<file path="src/rtl/led_score_latch.sv">
// ---------------------------------------------------------------------------
// led_score_latch
//   Latches one reaction-time score per round, in BCD, onto the LED bank and
//   holds it there. Keeps track of the best (lowest) valid score seen. On a
//   false start it blinks the two status LEDs until the round is disarmed.
//
// Ports
//   cin         clock, rising edge
//   rst_n       asynchronous reset, active low
//   arm         round active; when low, returns to IDLE and blanks the LEDs
//   capture     1-cycle pulse: digits carries the measured reaction time
//   early       1-cycle pulse: false start
//   clr_best    1-cycle pulse: forget the best score
//   digits      packed BCD score, digit 0 in the LSBs
//   light       LED bank: {error/fault, new_best, digits}
//   held        high while a score is held
//   best        best valid score (0 when best_valid is low)
//   best_valid  best holds a real score
// ---------------------------------------------------------------------------
module led_score_latch #(
    parameter int unsigned NUM_DIGITS = 2,
    parameter int unsigned DIGIT_W    = 4,
    parameter int unsigned BLINK_DIV  = 25_000_000
) (
    input  logic                              cin,
    input  logic                              rst_n,
    input  logic                              arm,
    input  logic                              capture,
    input  logic                              early,
    input  logic                              clr_best,
    input  logic [NUM_DIGITS*DIGIT_W-1:0]     digits,
    output logic [NUM_DIGITS*DIGIT_W+1:0]     light,
    output logic                              held,
    output logic [NUM_DIGITS*DIGIT_W-1:0]     best,
    output logic                              best_valid
);

    localparam int unsigned DATA_W = NUM_DIGITS * DIGIT_W;
    localparam int unsigned LED_W  = DATA_W + 2;
    localparam int unsigned CNT_W  = (BLINK_DIV > 1) ? $clog2(BLINK_DIV) : 1;
    localparam logic [CNT_W-1:0] CNT_LAST = CNT_W'(BLINK_DIV - 1);

    typedef enum logic [1:0] {
        S_IDLE  = 2'd0,
        S_ARMED = 2'd1,
        S_HELD  = 2'd2,
        S_FAULT = 2'd3
    } state_e;

    state_e              state_q, state_d;
    logic [LED_W-1:0]    light_q, light_d;
    logic                held_q, held_d;
    logic [DATA_W-1:0]   best_q, best_d;
    logic                best_valid_q, best_valid_d;
    logic [CNT_W-1:0]    blink_cnt_q, blink_cnt_d;

    logic                digits_ok_c;
    logic                beats_best_c;

    // A capture is only a real score when every digit is a legal BCD value.
    always_comb begin
        digits_ok_c = 1'b1;
        for (int i = 0; i < int'(NUM_DIGITS); i++) begin
            if (32'(digits[i*DIGIT_W +: DIGIT_W]) > 32'd9) begin
                digits_ok_c = 1'b0;
            end
        end
    end

    // A same-cycle clr_best empties the record, so the capture always wins it.
    assign beats_best_c = !best_valid_q || clr_best || (digits < best_q);

    // Next-state and registered-output logic.
    always_comb begin
        state_d      = state_q;
        light_d      = light_q;
        best_d       = best_q;
        best_valid_d = best_valid_q;
        blink_cnt_d  = blink_cnt_q;
        held_d       = 1'b0;

        if (clr_best) begin
            best_d       = '0;
            best_valid_d = 1'b0;
        end

        if (!arm) begin
            state_d     = S_IDLE;
            light_d     = '0;
            blink_cnt_d = '0;
        end else begin
            unique case (state_q)
                S_IDLE: begin
                    state_d = S_ARMED;
                    light_d = '0;
                end

                S_ARMED: begin
                    if (early) begin
                        state_d     = S_FAULT;
                        light_d     = {2'b11, DATA_W'(0)};
                        blink_cnt_d = '0;
                    end else if (capture) begin
                        state_d = S_HELD;
                        if (!digits_ok_c) begin
                            light_d = {2'b10, digits};
                        end else if (beats_best_c) begin
                            light_d      = {2'b01, digits};
                            best_d       = digits;
                            best_valid_d = 1'b1;
                        end else begin
                            light_d = {2'b00, digits};
                        end
                    end
                end

                S_HELD: begin
                    // One latch per round: hold until disarmed.
                    state_d = S_HELD;
                end

                S_FAULT: begin
                    // Status pair toggles together once per BLINK_DIV cycles.
                    if (blink_cnt_q == CNT_LAST) begin
                        blink_cnt_d = '0;
                        light_d     = {~light_q[LED_W-1:LED_W-2], DATA_W'(0)};
                    end else begin
                        blink_cnt_d = blink_cnt_q + CNT_W'(1);
                    end
                end

                default: begin
                    state_d = S_IDLE;
                    light_d = '0;
                end
            endcase
        end

        held_d = (state_d == S_HELD);
    end

    // State and output registers.
    always_ff @(posedge cin or negedge rst_n) begin
        if (!rst_n) begin
            state_q      <= S_IDLE;
            light_q      <= '0;
            held_q       <= 1'b0;
            best_q       <= '0;
            best_valid_q <= 1'b0;
            blink_cnt_q  <= '0;
        end else begin
            state_q      <= state_d;
            light_q      <= light_d;
            held_q       <= held_d;
            best_q       <= best_d;
            best_valid_q <= best_valid_d;
            blink_cnt_q  <= blink_cnt_d;
        end
    end

    assign light      = light_q;
    assign held       = held_q;
    assign best       = best_q;
    assign best_valid = best_valid_q;

endmodule

</file>
<file path="config.mk">
export PLATFORM = sky130hd
export DESIGN_NAME = led_score_latch
export DESIGN_NICKNAME = d
export VERILOG_FILES = /design/src/rtl/led_score_latch.sv
export SDC_FILE = /design/constraint.sdc
export NUM_CORES = 1
export LEC_CHECK = 0
export BUFFER_PORTS_ARGS = -buffer_cell sky130_fd_sc_hd__buf_2
export CORE_MARGIN = 2
export CORE_UTILIZATION = 57
export CTS_CLUSTER_DIAMETER = 150
export DETAILED_ROUTE_END_ITERATION = 8
export PLACE_DENSITY = 0.79
export SLEW_MARGIN = 20
export SYNTH_ARGS = -nofsm -noshare
export SYNTH_HDL_FRONTEND = slang
export SYNTH_SLANG_ARGS = --single-unit
</file>
<file path="constraint.sdc">
create_clock -name cin -period 2.7 [get_ports cin]
set_clock_uncertainty 0.2 [all_clocks]
set_input_delay 0.27 -clock cin [delete_from_list [all_inputs] [get_ports cin]]
set_output_delay 0.27 -clock cin [all_outputs]
set_load 0.03 [all_outputs]
</file>
==> results of run 1 <==
area by class of cell:
class / instances / area share, %
flip-flops and latches: 47 / 39.48
repair buffers: 42 / 7.896
clock buffers: 6 / 2.772
inverters: 20 / 2.520
clock inverters: 2 / 1.302
well taps: 52 / 2.184
multi-input cells: 195 / 43.85
power groups by stage:
| stage | Combinational, mW | Sequential (mW) | Clock, mW |
|---|---|---|---|
| floorplan | 0.0769 | 0.761 | 0 |
| global placement | 0.155 | 0.742 | 0 |
| detailed placement | 0.158 | 0.743 | 0 |
| CTS | 0.160 | 0.729 | 0.557 |
| global route | 0.178 | 0.732 | 0.579 |
| finish | 0.161 | 0.729 | 0.546 |
routing by layer:
layer / vias up / GRT usage, %
li1: 1097 / -
met1: 1100 / 33.83
met2: 58 / 36.32
met3: 8 / 4.641
met4: 0 / 6.499
met5: - / 0
metrics by stage:
step	std cells	power, mW	instance area [um^2]	utilization, %	worst slack, ns
finish	364	1.435	2979	67.95	0.2239
global route	364	1.489	2979	67.95	0.07608
CTS	363	1.446	2967	67.67	0.1453
detailed placement	354	0.9005	2835	64.67	0.1451
global placement	354	0.8974	2835	64.67	0.2369
floorplan	274	0.8381	2600	-	0.4312
cells in the mapped netlist (3+ instances only):
| master | n | area share (%) |
|---|---|---|
| sky130_fd_sc_hd__a31oi_1 | 22 | 5.3 |
| sky130_fd_sc_hd__ha_1 | 8 | 3.9 |
| sky130_fd_sc_hd__and3_1 | 7 | 1.7 |
| sky130_fd_sc_hd__nand4_1 | 10 | 2.4 |
| sky130_fd_sc_hd__clkbuf_1 | 8 | 1.2 |
| sky130_fd_sc_hd__a21oi_1 | 16 | 3.1 |
| sky130_fd_sc_hd__o21ai_0 | 10 | 1.9 |
| sky130_fd_sc_hd__nand2b_1 | 5 | 1.2 |
| sky130_fd_sc_hd__a41oi_1 | 4 | 1.3 |
| sky130_fd_sc_hd__nor2_1 | 11 | 1.6 |
| sky130_fd_sc_hd__nand3_1 | 9 | 1.7 |
| sky130_fd_sc_hd__and4_1 | 4 | 1.3 |
| sky130_fd_sc_hd__dfrtp_1 | 47 | 45 |
| sky130_fd_sc_hd__nand2_1 | 31 | 4.5 |
| sky130_fd_sc_hd__mux2i_1 | 11 | 4.2 |
| sky130_fd_sc_hd__inv_1 | 20 | 2.9 |
| sky130_fd_sc_hd__buf_2 | 3 | 0.58 |
| sky130_fd_sc_hd__a22o_1 | 10 | 3.4 |
worst max-delay path, cell delays in order (launching register included):
cell,delay [ns]
sky130_fd_sc_hd__dfrtp_1,0.46
sky130_fd_sc_hd__or4b_4,0.58
sky130_fd_sc_hd__nor4_4,0.38
sky130_fd_sc_hd__nand4_1,0.14
sky130_fd_sc_hd__and3b_1,0.27
sky130_fd_sc_hd__buf_4,0.21
sky130_fd_sc_hd__mux2i_1,0.12
cell families after synthesis:
group	count (synthesis)	synth area share [%]
compound gates	80	20.60
fa+ha+maj	8	3.850
buf+inv	33	5.486
flops	47	45.24
mux	13	5.245
simple gates	93	19.59
state kept, by name (all words and copies together) (netlist names):
register,flops
best,8
best_valid,1
blink_cnt_q,25
held,1
light,10
state_q,2
layout by cell type (no fill, tap or decap), types with 4 or more instances in the layout:
| cell | count |
|---|---|
| sky130_fd_sc_hd__nand3_1 | 9 |
| sky130_fd_sc_hd__a41oi_1 | 4 |
| sky130_fd_sc_hd__dfrtp_1 | 47 |
| sky130_fd_sc_hd__mux2i_1 | 11 |
| sky130_fd_sc_hd__a21oi_1 | 16 |
| sky130_fd_sc_hd__a22o_1 | 10 |
| sky130_fd_sc_hd__inv_1 | 20 |
| sky130_fd_sc_hd__nand4_1 | 10 |
| sky130_fd_sc_hd__nor2_1 | 11 |
| sky130_fd_sc_hd__buf_2 | 33 |
| sky130_fd_sc_hd__clkbuf_8 | 6 |
| sky130_fd_sc_hd__ha_1 | 8 |
| sky130_fd_sc_hd__o21ai_0 | 10 |
| sky130_fd_sc_hd__and4_1 | 4 |
| sky130_fd_sc_hd__a31oi_1 | 22 |
| sky130_fd_sc_hd__and3_1 | 7 |
| sky130_fd_sc_hd__nand2_1 | 31 |
| sky130_fd_sc_hd__buf_4 | 8 |
| sky130_fd_sc_hd__nand2b_1 | 5 |
timing repair:
action / in CTS / in global routing
endpoints found under the hold margin: 18 / 0
endpoints found under the setup margin: 0 / 9
setup buffers: 0 / 0
hold buffers: 1 / 0
final timing paths:
kind / start / endpoint / slack [ns] / cells after the start
min in group asynchronous: rst_n / best[4] / 0.23 / 2
hold reg to reg: light[4] / light[4] / 0.32 / 2
setup / recovery: blink_cnt_q[17] / light[2] / 0.22 / 6
max in group asynchronous: rst_n / blink_cnt_q[6] / 1.34 / 3
setup reg to reg: blink_cnt_q[17] / light[2] / 0.22 / 6
hold / removal: capture / state_q[0] / 0.02 / 2
==> impl_results.rst, run 1 <==
.. list-table::
   :header-rows: 1

   * - Metric
     - Value
   * - Data arrival time of the critical path
     - approximately 2.5 ns
   * - DPL Wire Length
     - 3.889 mm
   * - Latest clock arrival within the worst-skew pair
     - 0.30 ns
   * - Chip height
     - 71.54 um
   * - Core region area
     - 4384 um^2
   * - Power density cells
     - about 480 nW/um^2
   * - Residual overflow from global routing
     - 0
   * - Number of slew-limit violations in the final report
     - 0
   * - Sequential Power Share
     - 50.8%
   * - Via total after detailed routing
     - 2263
   * - Lkg Pwr
     - 1.353 nW
   * - Total iterations of the first detailed-routing run
     - 4
   * - Worst hold path type
     - input pin to flip-flop
   * - Fraction of layout instances using a drive strength above 1
     - 18.27%
   * - Top-Level Pins
     - 34
   * - Net switching share of the total power
     - 25.03%
   * - FILL cells
     - between 300 and 400
   * - Top_reg_cell synth
     - sky130_fd_sc_hd__dfrtp_1
   * - Headroom to the max-slew limit
     - between 40% and 50%
   * - Kind of launch point of the worst setup path
     - flip-flop
   * - Largest voltage drop on the vdd net
     - 289.9 uV
   * - Initial Utilization
     - 59.30%
   * - Number of cells produced by synthesis
     - 274
   * - Clock transition at the registers of the reported paths
     - 0.09 ns
   * - Sequential cell area
     - ~1200 um^2
   * - Sinks on the clock net
     - 47
   * - Sequential element share of the synthesized area
     - 45.24%
   * - Final Wtd Congestion
     - 0.8182
   * - Number of I/O port buffers
     - 33
   * - Uppermost layer routed
     - met4
   * - Number of antenna cells inserted
     - 0
   * - Die outline area
     - 5118 um^2
   * - Amount of wire on met2 after detailed routing
     - 2.627 mm
   * - Ratio of routed vias to standard cells
     - 6.217
   * - Clock tree root driver cell
     - sky130_fd_sc_hd__clkbuf_8
   * - Final net count
     - 333
   * - Fin Setup TNS
     - 0 ns
   * - Time the worst path needs with I/O delays and setup
     - approximately 2.5 ns
   * - Setup-violating endpoint count in the final report
     - 0
   * - Post-Route Hold Slack
     - 0.01764 ns
   * - Vias in the first global route
     - approximately 2100
   * - Deepest clock path buffer count
     - 2
   * - Initial DRC count
     - between 150 and 200
   * - Largest net degree at the start of global routing
     - 30
   * - Routed wire per std cell
     - 15.46 um
   * - Clock tree from TritonCTS
     - done
   * - Number of warnings reported in the yosys synthesis log
     - 0
   * - Number of flops mapped to enable cells by yosys
     - 0
   * - Number of rows created at floorplan
     - 24
   * - Peak fanout along the critical path
     - 7
   * - Kind of critical path
     - flip-flop to flip-flop
   * - Area occupied by multi-input gates
     - 1306 um^2
   * - Antenna violations before repair
     - 0
   * - Sort of element at the end of the critical path
     - flip-flop
   * - Number of hold violations in the final report
     - 0
   * - Post-route clock period utilization
     - 91.71%
   * - Relative contribution of the clock network to total power
     - 38.0%
   * - FF+latch count, synth
     - 47
   * - Max H-tree Level
     - 2
   * - Avg Synthesized Cell Area
     - 9.489 um^2
   * - Maximum clock rate
     - 403.9 MHz
   * - Metal1 wirelength
     - 2.692 mm
   * - Antenna viol nets, final
     - 0
   * - Global-route usage over all layers
     - between 20% and 30%
   * - Met3 routed wirelength
     - 246 um
   * - Fraction of registers with async set/reset
     - 100.0%
   * - Die outline width
     - 71.54 um
   * - Outcome
     - complete, no violations
   * - Wire length of the first global-routing pass
     - about 9.7 mm
   * - Number of nets produced by synthesis
     - 296
   * - TritonCTS Buffers
     - 5
   * - P_int
     - 1.076 mW
   * - RSZ-0062 raised after global routing
     - false
   * - Required time at the worst-slack endpoint
     - 2.69 ns
   * - Count of max-cap constraint violations
     - 0
   * - Netlist area before placement
     - about 2600 um^2
   * - Tightest Pin Transition
     - 0.7497 ns
   * - Post-detailed-route DRC marker count
     - 0
   * - Layout Area Growth over Synthesis
     - 14.58%
   * - Sw Pwr
     - 359.3 uW
   * - Wirelength, routed
     - 5.626 mm
   * - Post-synth cell types
     - 46
   * - Fraction of power consumed by combinational cells
     - approximately 11%
   * - Number of gates resized after CTS
     - 0
Note: power is estimated with default switching activity, not from simulation.
==> run 2, diff against run 1 <==
--- a/config.mk
+++ b/config.mk
@@ -5,12 +5,13 @@
 export SDC_FILE = /design/constraint.sdc
 export NUM_CORES = 1
 export LEC_CHECK = 0
+export ABC_AREA = 1
 export BUFFER_PORTS_ARGS = -buffer_cell sky130_fd_sc_hd__buf_2
 export CORE_MARGIN = 2
-export CORE_UTILIZATION = 57
+export CORE_UTILIZATION = 63
 export CTS_CLUSTER_DIAMETER = 150
 export DETAILED_ROUTE_END_ITERATION = 8
-export PLACE_DENSITY = 0.79
+export PLACE_DENSITY = 0.85
 export SLEW_MARGIN = 20
 export SYNTH_ARGS = -nofsm -noshare
 export SYNTH_HDL_FRONTEND = slang
==> constraint.sdc (replaced) <==
create_clock -name cin -period 3.2 [get_ports cin]
set_clock_uncertainty 0.2 [all_clocks]
set_input_delay 0.32 -clock cin [delete_from_list [all_inputs] [get_ports cin]]
set_output_delay 0.32 -clock cin [all_outputs]
set_load 0.03 [all_outputs]
==> run 2 against run 1 <==
  * Area after synthesis is 9.8% higher
  * Critical endpoint is now blink_cnt_q[3]
  * Core utilization is 4.7 points higher
  * Wire length is 12% higher
  * Clock power is 31% lower
  * Die area is 0.61% lower
  * Sequential power is 16% lower
  * Sequential share of layout area is 2.3 points lower
  * Global-route usage is 3.6 points higher
  * Maximum frequency is 15% higher
==> impl_results.rst, run 2 <==
.. list-table::
   :header-rows: 1

   * - Metric
     - Value
   * - Routed wire per std cell
     - 13.74 um
   * - Worst hold path type
     - input pin to flip-flop
   * - Number of hold violations in the final report
     - 0
   * - Fraction of registers with async set/reset
     - 100.0%
   * - Final net count
     - between 400 and 500
   * - Peak fanout along the critical path
     - 11
   * - Initial DRC count
     - 207
   * - Number of nets produced by synthesis
     - 391
   * - Final Wtd Congestion
     - a little under 1
   * - Max H-tree Level
     - 2
   * - Number of antenna cells inserted
     - 0
   * - Number of rows created at floorplan
     - 24
   * - Post-synth cell types
     - 35
   * - Number of slew-limit violations in the final report
     - 0
   * - FF+latch count, synth
     - 47
   * - Deepest clock path buffer count
     - 2
   * - Library cell with the highest instance count after synthesis
     - sky130_fd_sc_hd__nand2_1
   * - Residual overflow from global routing
     - 0
   * - Power consumption
     - 1.138 mW
   * - Required time at the worst-slack endpoint
     - roughly 3.2 ns
   * - Power density cells
     - 359.8 nW/um^2
   * - FILL cells
     - 335
   * - Kind of launch point of the worst setup path
     - flip-flop
   * - Vias in the first global route
     - between 2000 and 3000
   * - Total iterations of the first detailed-routing run
     - 4
   * - Synth top area cells
     - sky130_fd_sc_hd__dfrtp_1 (41%), sky130_fd_sc_hd__nand2_1 (14%), sky130_fd_sc_hd__inv_1 (4.9%)
   * - Data arrival time of the critical path
     - 2.13 ns
   * - Flip-flop count of the largest register after layout
     - 25
   * - Global-route track usage on met2
     - 46.19%
   * - Top-Level Pins
     - 34
   * - Global-route usage over all layers
     - 27.07%
   * - Sequential element share of the synthesized area
     - 41.19%
   * - Number of warnings reported in the yosys synthesis log
     - 0
   * - Number of cells produced by synthesis
     - between 300 and 400
   * - Die outline width
     - 71.32 um
   * - Headroom to the max-slew limit
     - 60.58%
   * - Number of I/O port buffers
     - 33
   * - Share of the synthesized area in the top cell type
     - between 40% and 50%
   * - Clock tree root driver cell
     - sky130_fd_sc_hd__clkbuf_8
   * - Largest voltage drop on the vdd net
     - about 240 uV
   * - Maximum clock rate
     - 465.8 MHz
   * - Number of flops mapped to enable cells by yosys
     - 0
   * - Most frequent cells in the layout
     - sky130_fd_sc_hd__nand2_1 (106), sky130_fd_sc_hd__dfrtp_1 (47), sky130_fd_sc_hd__inv_1 (37)
   * - Top_reg_cell synth
     - sky130_fd_sc_hd__dfrtp_1
   * - Placed Cells incl. Taps
     - 449
   * - Setup-violating endpoint count in the final report
     - 0
   * - Time the worst path needs with I/O delays and setup
     - 2.147 ns
   * - Core region area
     - 4354 um^2
   * - Fin Setup TNS
     - 0 ns
   * - Ratio of routed vias to standard cells
     - 5.592
   * - Largest net degree at the start of global routing
     - 48
   * - Antenna viol nets, final
     - 0
   * - Via total after detailed routing
     - 2561
   * - Sinks on the clock net
     - 47
   * - Fraction of layout instances using a drive strength above 1
     - 19.70%
   * - Clock tree from TritonCTS
     - done
   * - RSZ-0062 raised after global routing
     - false
   * - Tightest Pin Transition
     - 0.5913 ns
   * - Register ranked first by flip-flop count
     - blink_cnt_q
   * - Leading post-synthesis cells by instance count
     - sky130_fd_sc_hd__nand2_1 (106), sky130_fd_sc_hd__dfrtp_1 (47), sky130_fd_sc_hd__inv_1 (37)
   * - PnR worst setup slack
     - 1.053 ns
   * - Wire length of the first global-routing pass
     - roughly 11 mm
   * - Clock transition at the registers of the reported paths
     - 0.09 ns
   * - Lkg Pwr
     - 1.530 nW
   * - TritonCTS Buffers
     - 5
   * - Layout Area Growth over Synthesis
     - 10.78%
   * - Post-route clock period utilization
     - 67.10%
   * - Kind of critical path
     - flip-flop to flip-flop
   * - Place WS
     - approximately 1.1 ns
   * - Count of max-cap constraint violations
     - 0
   * - Chip height
     - between 70 and 80 um
   * - Netlist area before placement
     - approximately 2900 um^2
   * - Initial Utilization
     - 65.57%
   * - GR peak layer
     - met2
   * - Most frequent standard cell in the layout excluding fill and tap cells
     - sky130_fd_sc_hd__nand2_1
   * - Wirelength, routed
     - 6.295 mm
   * - Post-synth top area cell
     - sky130_fd_sc_hd__dfrtp_1
   * - Routing usage on met3
     - 4.641%
   * - Final cell utilization of the core
     - 72.64%
   * - Antenna violations before repair
     - 0
   * - Post-CTS setup buffers
     - 0
   * - Sort of element at the end of the critical path
     - flip-flop
   * - Outcome
     - complete, no violations
   * - Avg Synthesized Cell Area
     - 7.738 um^2
   * - Latest clock arrival within the worst-skew pair
     - 0.31 ns
   * - DPL Wire Length
     - 4.778 mm
   * - Die outline area
     - 5087 um^2
   * - Post-detailed-route DRC marker count
     - 0
   * - Count of non-filler cells in the finished layout
     - 458
   * - Grt met1 use
     - 32.75%
==> run 2: area by class of cell <==
cell class,instances,area [um^2],area share (%)
clock buffer,7,86.33,2.729
timing repair buffer,34,177.7,5.617
sequential,47,1176,37.18
inverter,43,163.9,5.182
clock inverter,1,8.758,0.2769
tap,52,65.06,2.057
multi-input combinational,274,1485,46.95
==> run 2: path summary, 6_finish.rpt <==
check                                from              end  slack [ns]  cells after the start
min reg2reg                      light[0]         light[0]        0.29                      2
min in group asynchronous           rst_n  blink_cnt_q[15]        0.36                      2
max reg2reg                blink_cnt_q[0]   blink_cnt_q[3]        1.05                      8
max in group asynchronous           rst_n   blink_cnt_q[6]        2.04                      2
max                        blink_cnt_q[0]   blink_cnt_q[3]        1.05                      8
min                             digits[4]          best[4]        0.05                      3
==> run 2: critical path: stages (launching register included) <==
cell	delay [ns]
sky130_fd_sc_hd__dfrtp_1	0.39
sky130_fd_sc_hd__ha_1	0.23
sky130_fd_sc_hd__nand3_2	0.13
sky130_fd_sc_hd__nor3_4	0.19
sky130_fd_sc_hd__nand4_1	0.12
sky130_fd_sc_hd__nand2_1	0.15
sky130_fd_sc_hd__nand2_1	0.26
sky130_fd_sc_hd__inv_2	0.26
sky130_fd_sc_hd__nor3_1	0.08
==> run 2: per-stage QoR <==
| stage | area (um^2) | hold WS [ns] |
|---|---|---|
| 6_report | 3163 | 0.05058 |
| 5_1_grt | 3163 | 0.06103 |
| 4_1_cts | 3151 | 0.02099 |
| 3_5_place_dp | 3055 | 0.2637 |
| 3_3_place_gp | 3055 | 0.2613 |
| 2_1_floorplan | 2855 | -0.1756 |
==> run 2: logic make-up after synthesis <==
kind of cell | Yosys count | synth area share, %
DFF | 47 | 41.19
xor gates and xnor gates | 9 | 2.761
buffers and inverters | 48 | 6.792
and+or+nand+nor | 213 | 36.33
AOI/OAI and AO/OA | 44 | 9.422
adders and majority gates | 8 | 3.506
==> run 2: where the power goes <==
part           internal [mW]  switching [mW]
clock                  0.177           0.198
sequential             0.605         0.00892
combinational         0.0395           0.109
total                  0.822           0.316
==> run 2: routing by layer <==
layer  vias up  wire, um
li1       1284         -
met1      1188      2751
met2        73      3084
met3        16       298
met4         0       161
met5         -         0
==> run 2: what timing repair did <==
action                                 in CTS  in global routing
hold buffers                                0                  1
resized for setup                           0                  0
endpoints found under the hold margin       0                 47
==> run 3, diff against run 2 <==
--- a/config.mk
+++ b/config.mk
@@ -8,10 +8,10 @@
 export ABC_AREA = 1
 export BUFFER_PORTS_ARGS = -buffer_cell sky130_fd_sc_hd__buf_2
 export CORE_MARGIN = 2
-export CORE_UTILIZATION = 63
+export CORE_UTILIZATION = 58
 export CTS_CLUSTER_DIAMETER = 150
 export DETAILED_ROUTE_END_ITERATION = 8
-export PLACE_DENSITY = 0.85
+export PLACE_DENSITY = 0.79
 export SLEW_MARGIN = 20
 export SYNTH_ARGS = -nofsm -noshare
 export SYNTH_HDL_FRONTEND = slang
==> constraint.sdc (replaced) <==
create_clock -name cin -period 2.04 [get_ports cin]
set_clock_uncertainty 0.2 [all_clocks]
set_input_delay 0.204 -clock cin [delete_from_list [all_inputs] [get_ports cin]]
set_output_delay 0.204 -clock cin [all_outputs]
set_load 0.03 [all_outputs]
==> run 3 against run 2 <==
  * Sequential share of layout area decreased by 4.0 points
  * Sequential power rose by 57%
  * Count of clock-buffer cells in the layout shrank 1
==> impl_results.rst, run 3 (synthesis gave the netlist of run 2 again) <==
.. list-table::
   :header-rows: 1

   * - Metric
     - Value
   * - Outcome
     - complete, no violations
   * - Number of hold violations in the final report
     - 0
   * - Initial Utilization
     - 60.45%
   * - Initial DRC count
     - 185
   * - Stage delay of the slowest cell on the critical path
     - 0.43 ns
   * - Cell with the biggest individual delay on the critical path
     - sky130_fd_sc_hd__dfrtp_1
   * - Grt met1 use
     - 33.27%
   * - Clock tree from TritonCTS
     - done
   * - Residual overflow from global routing
     - 0
   * - FILL cells
     - between 300 and 400
   * - Headroom to the max-slew limit
     - 67.00%
   * - Register ranked first by flip-flop count
     - blink_cnt_q
   * - Largest voltage drop on the vdd net
     - 396.6 uV
   * - Lkg Pwr
     - between 1.5 and 2 nW
   * - Via total after detailed routing
     - around 2700
   * - Maximum clock rate
     - just under 500 MHz
   * - Setup-violating endpoint count in the final report
     - 0
   * - Largest net degree at the start of global routing
     - 29
   * - Post-Route Hold Slack
     - about 0.037 ns
   * - Sinks on the clock net
     - 47
   * - PnR worst setup slack
     - between 0.005 and 0.006 ns
   * - Kind of launch point of the worst setup path
     - flip-flop
   * - Routing usage on met3
     - 5.149%
   * - Area occupied by multi-input gates
     - 1551 um^2
   * - Sort of element at the end of the critical path
     - flip-flop
   * - Top delay family on crit path
     - simple AND/OR/NAND/NOR gates
   * - Routed wire per std cell
     - 13.76 um
   * - Clock tree root driver cell
     - sky130_fd_sc_hd__clkbuf_8
   * - Kind of critical path
     - flip-flop to flip-flop
   * - Clock transition at the registers of the reported paths
     - roughly 0.090 ns
   * - Count of non-filler cells in the finished layout
     - 505
   * - Vias in the first global route
     - 2589
   * - Die outline width
     - 74.16 um
   * - Fin Setup TNS
     - 0 ns
   * - Fraction of layout instances using a drive strength above 1
     - 25.80%
   * - Sequential cell area
     - 1177 um^2
   * - Flip-flop count of the largest register after layout
     - 25
   * - Peak fanout along the critical path
     - 3
   * - Post-route clock period utilization
     - 99.71%
   * - Top-Level Pins
     - 34
   * - Core region area
     - about 4700 um^2
   * - Post-detailed-route DRC marker count
     - 0
   * - DPL Wire Length
     - 5.062 mm
   * - Number of antenna cells inserted
     - 0
   * - Place WS
     - roughly 0.049 ns
   * - Most frequent cells in the layout
     - sky130_fd_sc_hd__nand2_1 (103), sky130_fd_sc_hd__dfrtp_1 (46), sky130_fd_sc_hd__inv_1 (37)
   * - Number of I/O port buffers
     - 33
   * - TritonCTS Buffers
     - 5
   * - Number of slew-limit violations in the final report
     - 0
   * - Global-route usage over all layers
     - 27.38%
   * - Ratio of routed vias to standard cells
     - 5.309
   * - Deepest clock path buffer count
     - 2
   * - Layout Area Growth over Synthesis
     - 24.32%
   * - Total iterations of the first detailed-routing run
     - 4
   * - Data arrival time of the critical path
     - 2.03 ns
   * - Antenna violations before repair
     - 0
   * - Final cell utilization of the core
     - between 70% and 80%
   * - Worst-path cell chain
     - ha_4 > nand3_4 > nor3_4 > buf_6 > nand3_4 > nor3_4 > nand3_2 > xor2_1 > nor2_2
   * - Worst hold path type
     - input pin to flip-flop
   * - Global-route track usage on met2
     - about half
   * - Die outline area
     - 5500 um^2
   * - Final net count
     - ~460
   * - Most frequent standard cell in the layout excluding fill and tap cells
     - sky130_fd_sc_hd__nand2_1
   * - Wirelength, routed
     - ~7 mm
   * - Required time at the worst-slack endpoint
     - ~2 ns
   * - Antenna viol nets, final
     - 0
   * - GR peak layer
     - met2
   * - Count of max-cap constraint violations
     - 0
   * - Power density cells
     - 513.5 nW/um^2
   * - Number of rows created at floorplan
     - 25
   * - Placed Cells incl. Taps
     - 484
   * - Time the worst path needs with I/O delays and setup
     - 2.034 ns
   * - Chip height
     - 74.16 um
   * - Wire length of the first global-routing pass
     - between 10 and 15 mm
   * - Final Wtd Congestion
     - 0.9738
   * - Worst path buffer plus inverter count
     - 1
   * - Max H-tree Level
     - 2
   * - Latest clock arrival within the worst-skew pair
     - 0.30 ns
   * - Tightest Pin Transition
     - 0.4950 ns
   * - RSZ-0062 raised after global routing
     - true
run 3: through the flow:
stage,total power [mW],instance area [um^2]
after global routing,1.908,3550
after CTS,1.825,3442
after floorplan,1.135,2855
final,1.823,3550
after detailed placement,1.236,3249
after global placement,1.231,3249
run 3: where the power goes:
group | internal, mW | switching, mW
sequential | 0.950 | 0.0144
combinational | 0.0968 | 0.181
clock | 0.247 | 0.333
total | 1.29 | 0.529
run 3: worst paths after layout:
path	slack (ns)	to	from	depth (start not counted)
min	0.04	blink_cnt_q[21]	arm	3
max reg2reg	0.006	blink_cnt_q[18]	blink_cnt_q[1]	9
min in group asynchronous	0.19	blink_cnt_q[22]	rst_n	2
max in group asynchronous	0.92	blink_cnt_q[0]	rst_n	3
min reg2reg	0.29	light[0]	light[0]	2
max	0.006	blink_cnt_q[18]	blink_cnt_q[1]	9
run 3: layout make-up:
| class | count | area share (%) |
|---|---|---|
| repair buffers | 66 | 13.54 |
| clock inverters | 2 | 0.4935 |
| well taps | 67 | 2.362 |
| multi-input cells | 274 | 43.71 |
| clock buffers | 6 | 2.044 |
| inverters | 43 | 4.688 |
| flip-flops and latches | 47 | 33.17 |
run 3: what timing repair did:
item / 4_1_cts / 5_1_grt
setup buffers: 0 / 5
pin swaps: 0 / 8
cloned: 0 / 0
hold buffers: 10 / 0
endpoints found under the setup margin: 1 / 28
endpoints found under the hold margin: 35 / 0
resized for setup: 1 / 18
run 3: per-layer routing:
metal | vias to the layer above | wire (um)
met4 | 0 | 139
met2 | 75 | 3560
met3 | 14 | 313
met1 | 1246 | 2935
li1 | 1346 | -
met5 | - | 0
run 3: tightest hold or removal path, stage by stage:
cell	delay, ns
sky130_fd_sc_hd__buf_2	0.16
sky130_fd_sc_hd__nand4_1	0.10
sky130_fd_sc_hd__nand2_1	0.04
